--- src/rtl/tick_frame_pkg.sv ---
// ----------------------------------------------------------------------------
// tick_frame_pkg : shared state encoding, default header and sizing helper
// Rev 1.0
// ----------------------------------------------------------------------------
`default_nettype none

package tick_frame_pkg;

  localparam logic [1:0] ST_IDLE    = 2'd0;
  localparam logic [1:0] ST_HDR     = 2'd1;
  localparam logic [1:0] ST_PAYLOAD = 2'd2;
  localparam logic [1:0] ST_CSUM    = 2'd3;

  typedef enum logic [1:0] {
    IDLE    = ST_IDLE,
    HDR     = ST_HDR,
    PAYLOAD = ST_PAYLOAD,
    CSUM    = ST_CSUM
  } state_t;

  localparam logic [7:0] DEFAULT_HEADER = 8'hA5;

  function automatic int frame_bytes(input int data_w);
    return data_w / 8;
  endfunction

endpackage

`default_nettype wire

--- src/rtl/sat_counter.sv ---
// ----------------------------------------------------------------------------
// sat_counter : W-bit up counter that sticks at all-ones instead of wrapping
// Rev 1.0
// ----------------------------------------------------------------------------
`default_nettype none

module sat_counter #(
  parameter int W = 8
) (
  input  logic         clk,
  input  logic         reset,
  input  logic         inc,
  input  logic         clear,
  output logic [W-1:0] count
);

  always_ff @(posedge clk or posedge reset) begin
    if (reset) begin
      count <= '0;
    end else if (clear) begin
      count <= '0;
    end else if (inc && (count != {W{1'b1}})) begin
      count <= count + W'(1);
    end
  end

endmodule

`default_nettype wire

--- src/rtl/tick_frame_sender.sv ---
// ----------------------------------------------------------------------------
// tick_frame_sender : snapshots a sample on each accepted tick and streams it
// as header + payload bytes (+ XOR checksum when FRAME_CHECKSUM_EN is defined)
// Rev 1.0
// ----------------------------------------------------------------------------
`default_nettype none

module tick_frame_sender
  import tick_frame_pkg::*;
#(
  parameter int         DATA_W      = 32,
  parameter logic [7:0] HEADER_BYTE = DEFAULT_HEADER,
  parameter int         OVR_W       = 8
) (
  input  logic              clk,
  input  logic              reset,
  input  logic              tick,
  input  logic [DATA_W-1:0] sample_in,
  output logic [7:0]        out_data,
  output logic              out_valid,
  input  logic              out_ready,
  output logic              busy,
  output logic [OVR_W-1:0]  overrun_cnt,
  output logic              frame_done
);

  localparam int BYTES = frame_bytes(DATA_W);
  localparam int IDX_W = (BYTES > 1) ? $clog2(BYTES) : 1;
  localparam logic [IDX_W-1:0] LAST_IDX = IDX_W'(BYTES - 1);

  state_t            state;
  logic [DATA_W-1:0] shreg;
  logic [IDX_W-1:0]  idx;
  logic              xfer;
  logic              drop;

  assign xfer = out_valid && out_ready;
  // Any tick outside IDLE is lost, including the one landing on the last transfer.
  assign drop = tick && (state != IDLE);

`ifdef FRAME_CHECKSUM_EN
  logic [7:0] csum;
`endif

  sat_counter #(.W(OVR_W)) u_overrun (
    .clk   (clk),
    .reset (reset),
    .inc   (drop),
    .clear (1'b0),
    .count (overrun_cnt)
  );

  always_ff @(posedge clk or posedge reset) begin
    if (reset) begin
      state      <= IDLE;
      shreg      <= '0;
      idx        <= '0;
      out_data   <= '0;
      out_valid  <= 1'b0;
      busy       <= 1'b0;
      frame_done <= 1'b0;
`ifdef FRAME_CHECKSUM_EN
      csum       <= '0;
`endif
    end else begin
      frame_done <= 1'b0;
      case (state)
        IDLE: begin
          if (tick) begin
            shreg     <= sample_in;
            idx       <= '0;
            state     <= HDR;
            out_valid <= 1'b1;
            out_data  <= HEADER_BYTE;
            busy      <= 1'b1;
`ifdef FRAME_CHECKSUM_EN
            csum      <= HEADER_BYTE;
`endif
          end
        end
        HDR: begin
          if (xfer) begin
            state    <= PAYLOAD;
            out_data <= shreg[DATA_W-1 -: 8];
            shreg    <= shreg << 8;
          end
        end
        PAYLOAD: begin
          if (xfer) begin
`ifdef FRAME_CHECKSUM_EN
            csum <= csum ^ out_data;
`endif
            if (idx == LAST_IDX) begin
`ifdef FRAME_CHECKSUM_EN
              state    <= CSUM;
              out_data <= csum ^ out_data;
`else
              state      <= IDLE;
              out_valid  <= 1'b0;
              busy       <= 1'b0;
              frame_done <= 1'b1;
`endif
            end else begin
              idx      <= idx + IDX_W'(1);
              out_data <= shreg[DATA_W-1 -: 8];
              shreg    <= shreg << 8;
            end
          end
        end
`ifdef FRAME_CHECKSUM_EN
        CSUM: begin
          if (xfer) begin
            state      <= IDLE;
            out_valid  <= 1'b0;
            busy       <= 1'b0;
            frame_done <= 1'b1;
          end
        end
`endif
        default: begin
          state     <= IDLE;
          out_valid <= 1'b0;
          busy      <= 1'b0;
        end
      endcase
    end
  end

endmodule

`default_nettype wire

--- config.mk ---
export PLATFORM = sky130hd
export DESIGN_NAME = tick_frame_sender
export DESIGN_NICKNAME = d
export VERILOG_FILES = /design/src/rtl/tick_frame_pkg.sv /design/src/rtl/sat_counter.sv /design/src/rtl/tick_frame_sender.sv
export SDC_FILE = /design/constraint.sdc
export NUM_CORES = 1
export LEC_CHECK = 0
export CAP_MARGIN = 20
export CORE_MARGIN = 8
export CORE_UTILIZATION = 51
export CTS_CLUSTER_DIAMETER = 150
export DETAILED_ROUTE_END_ITERATION = 8
export GPL_TIMING_DRIVEN = 0
export PLACE_DENSITY = 0.77
export SLEW_MARGIN = 20
export SYNTH_ARGS = -nofsm -noshare
export SYNTH_HDL_FRONTEND = slang
export SYNTH_SLANG_ARGS = --single-unit
--- constraint.sdc ---
create_clock -name clk -period 2.3 [get_ports clk]
set_input_delay 0.345 -clock clk [delete_from_list [all_inputs] [get_ports clk]]
set_output_delay 0.345 -clock clk [all_outputs]
set_load 0.02 [all_outputs]
==> flow_summary.toml, run 1 <==
[critical_path]
cp-end-kind = "flip-flop"
endpoint = "shreg[11]"
worst-r2r-setup-slack_ns = 0.14
timing.rr.start = "idx[0]"
timing.critical_path.from = "idx[0]"
critPathRequiredTime_ns = 2.49
worstSetupPathType = "flip-flop to flip-flop"
crit_path_launch_type = "flip-flop"
critPathArrivalTime_ns = 2.35
critical_path.max_fanout = 10
timing.reg2reg.worst_path_depth = 5
r2r_end = "shreg[11]"

[timing]
worstMarginPinSlew_ns = 0.674
report.final.setup_viol = 0
setup-tns-final_ns = 0
skew_ns = 0.00701
max_clock_freq_mhz = 462
final-max-slew-violation-count = 0
period_minus_slack_ns = 2.16
final_hold_slack_ns = 0.486
hold_viol = 0
final_worst_path_period_share_pct = 94.1
rsz0062_at_grt = "false"
slew_headroom_pct = 55.1

[drt]
antenna_violating_nets_post_route = 0
routed_vias = 1769
drt_drc_violations_left = 0
detail_route.first_pass.iterations = 4
routed_wirelength_um = 5400
wire_per_inst_um = 16.0
first_iteration_detailed_routing_drc_count = 41
via_per_inst = 5.23

[clock_network]
post_cts.resized_instances = 0
cts_made_buffers = 5
cts_num_sinks = 54
tritoncts = "built"
cts-root-buf = "clkbuf_8"
maximum_clock_path_buffer_count = 2
clkSlewWorstSetupHoldPaths_ns = 0.10
cts_htree_levels = 2
clk_latency_worst_skew_pair_ns = 0.30

[run]
timing.max_cap.violations = 0

[placed_design]
postPlaceCellArea_um2 = 3330
gpl_wtd_cong = 0.773
port-buffer-count = 54
dp_hpwl_um = 3910

[power_and_ir_drop]
power.leakage_nw = 1.44
power.density_cell_area_nw_per_um2 = 1430
vdd.ir_drop.worst_uv = 623
power_frac_clock_pct = 10.9
switching_fraction_of_total_power_pct = 35.8
comb_power_share_pct = 54.9
net-switching-power_w = 0.00174
power.share.sequential_pct = 34.2
p_int_w = 0.00312

[global_route]
first_pass_grt_wire_length_um = 8840
gr-total-overflow = 0
first_global_vias = 1887
grt_antenna_before_repair = 0
grt_use_total_pct = 14.5
grt_max_degree = 55

[yosys]
post_synth_num_cell_types = 29
synth-seq-cells = 54
yosysWarnings = 0
share_of_the_yosys_chip_area_belonging_to_registers_pct = 50.0
post_synth_inst_count = 208
syn-cell-area_um2 = 2700
syn_avg_cell_area_um2 = 13.0
syn_nets = 251

[layout]
drive_above_1_share_pct = 29.1
synthToLayoutAreaGrowth_pct = 26.4
diodes = 0
stdcell_area_um2 = 3410
nets = 312
final_util_pct = 66.8

[die]
placeableCoreArea_um2 = 5110
initial_core_util_pct = 52.9
floorplan.die.width_um = 88.8
ios = 55
die_area_um2 = 7880
rows = 26
die_h_um = 88.8

[worst_hold_path]
worst_hold_path_type = "input pin to asynchronous set/reset pin"

[status]
status = "complete, no violations"
[worst min-delay path by stage]
stage	slack, ns	to	from	cells past startpoint
after floorplan	0.45	shreg[12]	shreg[12]	1
after global placement	0.47	shreg[3]	shreg[3]	1
after detailed placement	0.48	shreg[12]	shreg[12]	1
after CTS	0.50	shreg[12]	shreg[12]	1
after global routing	0.51	shreg[12]	shreg[12]	1
final	0.49	frame_done	reset	2
[state kept, by name, summed over array words and instances (netlist names)]
register / flops
idx: 2
frame_done: 1
shreg: 32
u_overrun.count: 8
out_data: 8
state: 2
busy: 1
[metal layers]
| layer | part of all wire, % | vias to the layer above | wire length [µm] | global-route usage (%) |
|---|---|---|---|---|
| met4 | 1.4 | 0 | 75 | 3.99 |
| li1 | - | 849 | - | - |
| met5 | 0 | - | 0 | 0 |
| met2 | 47 | 42 | 2560 | 24.9 |
| met1 | 46 | 870 | 2500 | 17.5 |
| met3 | 5.1 | 8 | 273 | 3.44 |
[kinds of logic after synthesis]
group / count (synthesis) / share of synthesized area, %
and+or+nand+nor: 40 / 8.29
buffers and inverters: 20 / 4.03
muxes: 72 / 29.7
xor gates and xnor gates: 2 / 0.649
DFF: 54 / 50.0
adders and majority gates: 7 / 3.24
AOI/OAI and AO/OA: 13 / 3.99
[critical path, stage by stage (launching register included)]
cell and delay [ns]:
dfrtp_1 0.42, ha_1 0.21, nand3b_1 0.23, a2111oi_4 0.59, buf_6 0.25, mux2_2 0.36
[cell usage after synthesis (all sizes together)]
master,count,share of area [%]
a211oi,5,1.4
nand3,4,0.74
and4,1,0.32
nor2,3,0.42
nor2b,10,2.3
ha,7,3.2
a21boi,1,0.28
a21oi,3,0.56
xnor2,1,0.32
o22ai,1,0.23
dfrtp,54,50
nand4,2,0.46
nand2,8,1.1
inv,11,1.5
a211o,1,0.32
mux2i,6,2.2
o21ai,1,0.19
nor3,2,0.37
nand3b,2,0.56
or3,1,0.28
xor2,1,0.32
nand4b,1,0.32
nand2b,6,1.4
buf,5,1.9
a2111oi,1,1.0
clkbuf,4,0.56
mux2,66,28
[cells in the final DEF (no fill, tap or decap)]
master           Yosys  routed
mux2_2              64      64
dfrtp_1             54      54
clkdlybuf4s50_1      0      54
nor2b_1             10      10
inv_1               11      10
nand2_1              8       8
ha_1                 7       7
nand2b_1             6       6
mux2i_1              6       6
clkbuf_8             0       6
a211oi_1             5       5
clkbuf_1             4       4
buf_6                4       4
nand3_1              4       4
a21oi_1              3       3
nor2_1               3       3
nand3b_1             2       2
mux2_1               2       2
nand4_1              2       2
nor3_1               2       2
a21boi_0             1       1
a2111oi_4            1       1
o21ai_0              1       1
xnor2_1              1       1
and4_1               1       1
nand4b_1             1       1
inv_4                0       1
xor2_1               1       1
or3_2                1       1
o22ai_1              1       1
a211o_1              1       1
buf_4                1       1
[power groups by stage]
| stage | Clock, W | Combinational [W] | Sequential [W] |
|---|---|---|---|
| after floorplan | 0 | 0.00186 | 0.00176 |
| after global placement | 0 | 0.00262 | 0.00166 |
| after detailed placement | 0 | 0.00270 | 0.00168 |
| after CTS | 0.000537 | 0.00271 | 0.00166 |
| after global routing | 0.000583 | 0.00288 | 0.00172 |
| final | 0.000529 | 0.00267 | 0.00166 |
[area by class of cell]
cell class / count / area (µm²)
inverter: 11 / 43.8
tap: 70 / 87.6
clock buffer: 6 / 82.6
buffer: 9 / 67.6
fill: 426 / 1690
sequential: 54 / 1350
timing repair buffer: 54 / 541
multi-input combinational: 134 / 1240
[metrics by stage]
| step | worst slack [ns] | total power (W) | std cells |
|---|---|---|---|
| 2_1_floorplan | 0.344 | 0.00362 | 208 |
| 3_3_place_gp | -0.438 | 0.00428 | 332 |
| 3_5_place_dp | -0.0439 | 0.00438 | 332 |
| 4_1_cts | 0.0716 | 0.00491 | 338 |
| 5_1_grt | 0.0426 | 0.00519 | 338 |
| 6_report | 0.136 | 0.00486 | 338 |
[repair_timing]
| item | CTS | global route |
|---|---|---|
| setup endpoints to repair | 0 | 9 |
| setup buffers | 0 | 0 |
| hold buffers | 0 | 0 |
No activity file was read; power rests on OpenSTA's default activity.
==> run 2: changes to the inputs <==
--- a/config.mk
+++ b/config.mk
@@ -7,11 +7,11 @@
 export LEC_CHECK = 0
 export CAP_MARGIN = 20
 export CORE_MARGIN = 8
-export CORE_UTILIZATION = 51
+export CORE_UTILIZATION = 40
 export CTS_CLUSTER_DIAMETER = 150
 export DETAILED_ROUTE_END_ITERATION = 8
 export GPL_TIMING_DRIVEN = 0
-export PLACE_DENSITY = 0.77
+export PLACE_DENSITY = 0.63
 export SLEW_MARGIN = 20
 export SYNTH_ARGS = -nofsm -noshare
 export SYNTH_HDL_FRONTEND = slang
==> run 2 against run 1 <==
Global-route usage decreased by 2.2 points; die area is 22% higher; critical path depth unchanged; worst setup slack better by 0.037 ns; design area increased by 0.84%; sequential cell count is the same; combinational power about the same; sequential share of layout area shrank 0.33 points; clock-buffer cell count unchanged.
==> flow_summary.toml, run 2 (synthesized netlist as in run 1, its figures left out) <==
[status]
status = "complete, no violations"

[global_route]
grt_use_total_pct = 12.3
first_global_vias = 1946
grt_max_degree = 55
top_usage_layer = "met2"
groute.layer.met3.usage_pct = 3.41
first_pass_grt_wire_length_um = 9560
grt_util_met1_pct = 14.9
grt_antenna_before_repair = 0
gr-total-overflow = 0
gr-usage-met2_pct = 20.1

[timing]
skew_ns = 0.00469
period_minus_slack_ns = 2.13
report.final.setup_viol = 0
setup-tns-final_ns = 0
final_worst_path_period_share_pct = 92.5
rsz0062_at_grt = "false"
final-max-slew-violation-count = 0
slew_headroom_pct = 55.2
max_clock_freq_mhz = 470
final_critical_path_setup_slack_ns = 0.173
hold_viol = 0
worstMarginPinSlew_ns = 0.672

[layout]
most-common-layout-cells = "mux2_2, dfrtp_1, clkdlybuf4s50_1, nor2b_1, inv_1"
nets = 312
stdcell_area_um2 = 3440
largest_register = "shreg"
largest_register_ff_count = 32
synthToLayoutAreaGrowth_pct = 27.5
biggestRegsByFlops = "shreg x32, out_data x8, u_overrun.count x8"
diodes = 0
layout.cells.most_common = "mux2_2"
drive_above_1_share_pct = 29.6
area_occupied_by_multi_input_gates_um2 = 1240
final_util_pct = 51.5
fillCellCount = 626
final-seq-area_um2 = 1350

[critical_path]
critical-path-top-delay-family = "compound AO/OA/AOI/OAI gates"
timing.critical_path.depth = 5
critical_path.slowest_cell = "a2111oi_4"
crit_path_launch_type = "flip-flop"
cp-end-kind = "flip-flop"
critPathRequiredTime_ns = 2.50
timing.critical_path.slowest_cell_delay_ns = 0.56
crit_buf_inv = 1
critical_path.max_fanout = 10
critPathArrivalTime_ns = 2.33
timing.reg2reg.worst_path_depth = 5
path_cells = "ha_1 -> nand3b_1 -> a2111oi_4 -> buf_6 -> mux2_2"
worstSetupPathType = "flip-flop to flip-flop"
worst-r2r-setup-slack_ns = 0.17

[drt]
antenna_violating_nets_post_route = 0
detail_route.first_pass.iterations = 6
first_iteration_detailed_routing_drc_count = 57
via_per_inst = 4.95
wire_per_inst_um = 15.7
routed_vias = 1732
routed_wirelength_um = 5510
drt_drc_violations_left = 0

[die]
die_area_um2 = 9640
die_h_um = 98.2
rows = 30
placeableCoreArea_um2 = 6680
ios = 55
initial_core_util_pct = 40.4
floorplan.die.width_um = 98.2

[clock_network]
cts_htree_levels = 2
clk_latency_worst_skew_pair_ns = 0.31
tritoncts = "built"
cts_hold_repair.buffers = 0
post_cts.resized_instances = 0
post_cts_repair_setup_buffers = 0
cts_num_sinks = 54
cts_made_buffers = 5
maximum_clock_path_buffer_count = 2
cts-root-buf = "clkbuf_8"
clkSlewWorstSetupHoldPaths_ns = 0.10

[power_and_ir_drop]
vdd.ir_drop.worst_uv = 618
power.density_cell_area_nw_per_um2 = 1420
power.leakage_nw = 1.45
report.power.total_w = 0.00487

[placed_design]
gpl_wtd_cong = 0.763
dp_hpwl_um = 4060
dpl_worst_slack_ns = -0.0230
postPlaceCellArea_um2 = 3340
port-buffer-count = 54

[worst_hold_path]
worst_hold_path_type = "input pin to asynchronous set/reset pin"

[run]
timing.max_cap.violations = 0
==> run 2: cell count changes in the layout (fill, tap and decap cells not counted), sizes merged <==
| cell | previous run | this run |
|---|---|---|
| clkinvlp | 0 | 1 |
| inv | 11 | 12 |
==> run 2: final cells by class <==
| type | count | share of cell area (%) |
|---|---|---|
| buffer | 9 | 1.96 |
| clock buffer | 6 | 2.40 |
| clock inverter | 2 | 0.473 |
| inverter | 11 | 1.27 |
| multi-input combinational | 134 | 36.0 |
| sequential | 54 | 39.3 |
| tap | 80 | 2.91 |
| timing repair buffer | 54 | 15.7 |
==> run 2: where the power goes <==
part           leakage (nW)  internal, W  switching (W)  total [W]
Sequential            0.659      0.00139       0.000273    0.00166
Combinational         0.742      0.00150        0.00114    0.00264
Clock                0.0478     0.000249       0.000326   0.000575
Total                  1.45      0.00314        0.00174    0.00487
==> run 2: stage by stage <==
step	std cells	hold WS, ns
after floorplan	208	0.452
after global placement	342	0.465
after detailed placement	342	0.476
after CTS	350	0.501
after global routing	350	0.530
final	350	0.482
==> run 2: worst paths after layout <==
path,from,to
min in group clk,shreg[3],shreg[3]
max,idx[0],shreg[2]
min reg2reg,shreg[3],shreg[3]
max reg2reg,idx[0],shreg[2]
max in group asynchronous,reset,out_data[7]
min,reset,u_overrun.count[7]
==> run 2: layer usage <==
layer  up-vias  wire length, µm
li1        845                -
met4         0               92
met3         7              281
met1       839             2560
met2        41             2570
met5         -                0
